### src/rtl/intr_mode_fifo_if.sv
// rtl/intr_mode_fifo_if.sv - enqueue/dequeue handshake and status bundle for the interrupt mode queue
interface intr_mode_fifo_if #(
    parameter int MODE_W = 3,
    parameter int DEPTH  = 8
);
    logic                     enqueue;
    logic [MODE_W-1:0]        In_mode;
    logic                     dequeue;
    logic                     clr_ovf;
    logic                     Q;
    logic [MODE_W-1:0]        mode;
    logic                     full;
    logic [$clog2(DEPTH):0]   count;
    logic                     overflow;

    // Interrupt sources / dispatch side drive requests and watch status
    modport master (
        output enqueue, In_mode, dequeue, clr_ovf,
        input  Q, mode, full, count, overflow
    );

    // The queue itself
    modport slave (
        input  enqueue, In_mode, dequeue, clr_ovf,
        output Q, mode, full, count, overflow
    );
endinterface

### src/rtl/intr_mode_fifo.sv
// rtl/intr_mode_fifo.sv - circular queue of pending interrupt mode codes with dedup and sticky overflow
module intr_mode_fifo #(
    parameter int MODE_W = 3,
    parameter int DEPTH  = 8,
    parameter int DEDUP  = 0
) (
    input  logic             clk,
    input  logic             rst,
    intr_mode_fifo_if.slave  bus
);
    localparam int PTR_W = $clog2(DEPTH);
    localparam int CNT_W = PTR_W + 1;

    logic [MODE_W-1:0] entry_q [DEPTH];
    logic [PTR_W-1:0]  head_q;
    logic [PTR_W-1:0]  head_d;
    logic [CNT_W-1:0]  count_q;
    logic [CNT_W-1:0]  count_d;
    logic              ovf_q;
    logic              ovf_d;

    logic              not_empty;
    logic              deq_ok;
    logic              enq_cand;
    logic              dup_hit;
    logic              is_dup;
    logic              has_room;
    logic              enq_ok;
    logic              ovf_evt;
    logic [PTR_W-1:0]  wr_slot;
    logic [PTR_W-1:0]  scan_slot;

    assign not_empty = (count_q != '0);
    assign deq_ok    = bus.dequeue & not_empty;
    assign enq_cand  = bus.enqueue & (bus.In_mode != '0);
    // A full queue still accepts when the head leaves in the same cycle
    assign has_room  = (count_q != CNT_W'(DEPTH)) | deq_ok;
    // When count == DEPTH the low bits wrap to head, which is the slot being freed
    assign wr_slot   = head_q + count_q[PTR_W-1:0];

    // Scan valid entries for a pending copy of In_mode; a departing head does not count
    always_comb begin
        dup_hit   = 1'b0;
        scan_slot = '0;
        for (int i = 0; i < DEPTH; i++) begin
            scan_slot = head_q + PTR_W'(i);
            if ((CNT_W'(i) < count_q) && !(deq_ok && (i == 0)) &&
                (entry_q[scan_slot] == bus.In_mode)) begin
                dup_hit = 1'b1;
            end
        end
    end

    assign is_dup  = (DEDUP != 0) && dup_hit;
    assign enq_ok  = enq_cand & ~is_dup & has_room;
    assign ovf_evt = enq_cand & ~is_dup & ~has_room;

    // Next-state for head, count and the sticky flag (a new event beats clr_ovf)
    always_comb begin
        head_d  = deq_ok ? head_q + PTR_W'(1) : head_q;
        count_d = count_q + CNT_W'(enq_ok) - CNT_W'(deq_ok);
        ovf_d   = ovf_evt ? 1'b1 : (bus.clr_ovf ? 1'b0 : ovf_q);
    end

    // Register update; the enqueue write follows the head clear so it wins on a shared slot
    always_ff @(posedge clk) begin
        if (rst) begin
            for (int i = 0; i < DEPTH; i++) begin
                entry_q[i] <= '0;
            end
            head_q  <= '0;
            count_q <= '0;
            ovf_q   <= 1'b0;
        end else begin
            if (deq_ok) begin
                entry_q[head_q] <= '0;
            end
            if (enq_ok) begin
                entry_q[wr_slot] <= bus.In_mode;
            end
            head_q  <= head_d;
            count_q <= count_d;
            ovf_q   <= ovf_d;
        end
    end

    assign bus.Q        = not_empty;
    assign bus.mode     = not_empty ? entry_q[head_q] : '0;
    assign bus.full     = (count_q == CNT_W'(DEPTH));
    assign bus.count    = count_q;
    assign bus.overflow = ovf_q;
endmodule
### src/flat_wrapper.sv
// flat-port wrapper written by rule: the top's interface ports become plain ports
module intr_mode_fifo_flat 
#(
    parameter int MODE_W = 3,
    parameter int DEPTH  = 8,
    parameter int DEDUP  = 0
)
  (clk, rst, bus_enqueue, bus_In_mode, bus_dequeue, bus_clr_ovf, bus_Q, bus_mode, bus_full, bus_count, bus_overflow);
  intr_mode_fifo_if #(.MODE_W(MODE_W), .DEPTH(DEPTH)) bus_i ();
  input  logic clk;
  input  logic rst;
  input wire logic [$bits(bus_i.enqueue)-1:0] bus_enqueue;
  input wire logic [$bits(bus_i.In_mode)-1:0] bus_In_mode;
  input wire logic [$bits(bus_i.dequeue)-1:0] bus_dequeue;
  input wire logic [$bits(bus_i.clr_ovf)-1:0] bus_clr_ovf;
  output wire logic [$bits(bus_i.Q)-1:0] bus_Q;
  output wire logic [$bits(bus_i.mode)-1:0] bus_mode;
  output wire logic [$bits(bus_i.full)-1:0] bus_full;
  output wire logic [$bits(bus_i.count)-1:0] bus_count;
  output wire logic [$bits(bus_i.overflow)-1:0] bus_overflow;
  assign bus_i.enqueue = bus_enqueue;
  assign bus_i.In_mode = bus_In_mode;
  assign bus_i.dequeue = bus_dequeue;
  assign bus_i.clr_ovf = bus_clr_ovf;
  assign bus_Q = bus_i.Q;
  assign bus_mode = bus_i.mode;
  assign bus_full = bus_i.full;
  assign bus_count = bus_i.count;
  assign bus_overflow = bus_i.overflow;
  intr_mode_fifo #(.MODE_W(MODE_W), .DEPTH(DEPTH), .DEDUP(DEDUP)) u_core (.clk(clk), .rst(rst), .bus(bus_i));
endmodule
### config.mk
export PLATFORM = sky130hd
export DESIGN_NAME = intr_mode_fifo_flat
export DESIGN_NICKNAME = d
export VERILOG_FILES = /design/src/rtl/intr_mode_fifo_if.sv /design/src/rtl/intr_mode_fifo.sv /design/src/flat_wrapper.sv
export SDC_FILE = /design/constraint.sdc
export NUM_CORES = 1
export LEC_CHECK = 0
export CORE_MARGIN = 3
export CORE_UTILIZATION = 55
export CTS_CLUSTER_SIZE = 8
export DETAILED_ROUTE_END_ITERATION = 8
export PLACE_DENSITY = 0.83
export SYNTH_ARGS = -nofsm -noshare
export SYNTH_HDL_FRONTEND = slang
export SYNTH_SLANG_ARGS = --single-unit
### constraint.sdc
create_clock -name clk -period 3.2 [get_ports clk]
set_input_delay 0.96 -clock clk [delete_from_list [all_inputs] [get_ports clk]]
set_output_delay 0.96 -clock clk [all_outputs]
set_load 0.1 [all_outputs]
==> impl_metrics.ini <==
[detailed_routing]
wl_per_cell_um = 17.2
drc_errors = 0
drt_pass1_iterations = 5
drt_iter0_markers = 100
vias = 1366
routed_via_density = 5.94
antenna_left = 0
wl_um = 3960

[floorplanning]
initial_utilization_pct = 58.3
fp.dieH_um = 65.9
rows = 21
top_level_ports = 18
die_w_um = 65.9
die-area_mm2 = 0.00434
core_mm2 = 0.00339

[clock_tree]
cts.path.max_buffers = 2
cts-root-buf = clkbuf_4
htree_num_levels = 2
cts_buffers = 5
worstSkewPairLatency_ns = 0.33
clkTransAtPathRegs_ns = 0.10
cts_tree = done
clkSinkCount = 35

[hold_path]
whs_path_depth = 2
hold_path_class = flop to flop

[critical_path]
endpoint = bus_Q
critPathArrivalTime_ns = 2.00
critPathKind = flop to output pin
crit_start = u_core.bus.count[2]
r2r_end = u_core.bus.count[3]
crit_required_ns = 2.24
critPathMaxFanout = 11
r2r_start = u_core.bus.count[2]
start_kind = flop
cp-end-kind = output pin
r2r_setup_slack_ns = 0.67
r2r_cells = 10

[synthesis]
async_flop_share_pct = 0
syn_inst = 166
synth-edff-count = 24
synth.yosys.seq_area_share_pct = 47.7
ys_types = 41
synth_flop_cell = edfxtp_1
synth.avg_cell_area_um2 = 11.9
yosys_warnings = 0
synth_area_mm2 = 0.00197
syn-num-nets = 184
ys_ff_latch = 35

[finish]
fin_nets = 201
num_antenna_cells = 0
fillers = 257
drive_gt1_share_pct = 25.5
syn2layout_area_growth_pct = 11.6

[sta]
max_slew_margin_pct = 54.9
fin_worst_skew_ns = 0.00519
rsz0062_at_grt = no
tns_ns = 0
tightestPinTransition_ns = 0.676
max_freq_mhz = 338
finalSetupViolations = 0
finalHoldViolCount = 0
slew_viol_final = 0
period_needed_ns = 2.96
fin_crit_sh_pct = 92.4

[pwr]
leakage_nw = 0.784
p_sw_mw = 0.996
swShare_pct = 50.4
p_per_area_mw_per_mm2 = 897
power_mw = 1.98
p_clk_share_pct = 11.4
ir_worst_vdd_mv = 0.752
p_int_mw = 0.981
combPwrFrac_pct = 56.2
pwr-share-seq_pct = 32.4

[place]
hpwl_um = 3040
gp_congestion = 0.881
port_buffers = 17

[grt]
grt_pass1_vias = 1447
grt_usage_pct = 21.0
antenna_found_initial = 0
grt_pass1_wl_um = 6730
grt_max_degree = 20
overflow = 0

[outcome]
status = finished, final reports clean

[flow_run]
maxCapViolCount = 0
==> per-layer routing <==
metal / GRT usage (%) / wire, um
met4: 8.55 / 71
met5: 0 / 0
met3: 5.44 / 295
met2: 37.4 / 2060
met1: 23.7 / 1530
==> cell usage after synthesis, drive strengths merged (3+ instances only) <==
| cell type | count | area, um^2 |
|---|---|---|
| a21oi | 6 | 30.0 |
| a31oi | 6 | 37.5 |
| buf | 4 | 37.5 |
| clkbuf | 6 | 23.8 |
| clkinv | 3 | 11.3 |
| dfxtp | 11 | 220 |
| edfxtp | 24 | 721 |
| ha | 8 | 100 |
| inv | 14 | 52.6 |
| mux2i | 3 | 30.0 |
| mux4 | 6 | 135 |
| nand2 | 3 | 11.3 |
| nand2b | 3 | 18.8 |
| nor2 | 8 | 30.0 |
| nor2b | 5 | 31.3 |
| nor3 | 24 | 165 |
| o21ai | 9 | 52.6 |
==> power by group through the flow <==
stage,combinational (mW),clock [mW],sequential [mW]
2_1_floorplan,0.813,0,0.760
3_3_place_gp,1.07,0,0.644
3_5_place_dp,1.10,0,0.650
4_1_cts,1.10,0.226,0.640
5_1_grt,1.19,0.245,0.654
6_report,1.11,0.225,0.641
==> placed cells by master, fill, tap and decap left out, drive strengths merged, types with 5 or more instances in the layout <==
| master | n |
|---|---|
| edfxtp | 24 |
| nor3 | 24 |
| inv | 14 |
| buf | 13 |
| dfxtp | 11 |
| o21ai | 9 |
| ha | 8 |
| nor2 | 8 |
| clkbuf | 8 |
| clkdlybuf4s50 | 7 |
| mux4 | 6 |
| a31oi | 6 |
| a21oi | 6 |
| nor2b | 5 |
==> critical path: stages (launching register included) <==
cell and delay, ns:
dfxtp_2 0.35, inv_1 0.10, ha_1 0.19, nor3b_4 0.41
inv_1 0.30, buf_4 0.32
==> registers in the layout, summed over array words and instances, names as in the netlist, named ones only <==
name / flops
u_core.head_q: 3
u_core.bus.count: 4
u_core.entry_q: 24
u_core.bus.overflow: 1
==> metrics by stage <==
| stage | setup WS, ns | hold slack [ns] | area [um^2] | std cells | util (%) |
|---|---|---|---|---|---|
| 3_5_place_dp | 0.0646 | 0.466 | 2150 | 222 | 63.4 |
| 6_report | 0.244 | 0.485 | 2200 | 230 | 65.0 |
| 5_1_grt | 0.152 | 0.552 | 2200 | 230 | 65.0 |
| 2_1_floorplan | 0.141 | 0.532 | 1990 | 166 | - |
| 4_1_cts | 0.0648 | 0.488 | 2200 | 230 | 64.8 |
| 3_3_place_gp | 0.197 | 0.464 | 2150 | 222 | 63.4 |
==> kinds of logic (layout without fill, tap and decap cells) <==
group / after synthesis / in the layout / synth area share (%)
xor+xnor: 2 / 2 / 1.58
compound gates: 31 / 31 / 12.2
flops: 35 / 35 / 47.7
fa+ha+maj: 10 / 10 / 7.10
simple gates: 51 / 51 / 16.2
mux: 10 / 10 / 8.94
buf+inv: 27 / 45 / 6.34
==> final cells by class <==
class	instances	area, um^2	share of cell area (%)
well taps	46	57.6	2.61
flip-flops and latches	35	943	42.8
inverters	17	63.8	2.90
repair buffers	20	168	7.61
multi-input cells	104	922	41.9
clock buffers	8	48.8	2.21
==> worst min-delay path by stage <==
| stage | startpoint | to | slack, ns |
|---|---|---|---|
| finish | u_core.bus.overflow | u_core.bus.overflow | 0.49 |
| global route | u_core.bus.overflow | u_core.bus.overflow | 0.55 |
| CTS | u_core.bus.overflow | u_core.bus.overflow | 0.49 |
| detailed placement | u_core.bus.overflow | u_core.bus.overflow | 0.47 |
| global placement | u_core.bus.overflow | u_core.bus.overflow | 0.46 |
| floorplan | u_core.head_q[0] | flop | 0.53 |
==> what timing repair did <==
action | CTS | global route
endpoints found under the setup margin | 0 | 1
resized for setup | 0 | 1
setup buffers | 0 | 0
hold buffers | 0 | 0
(Power assumes the default switching activity.)
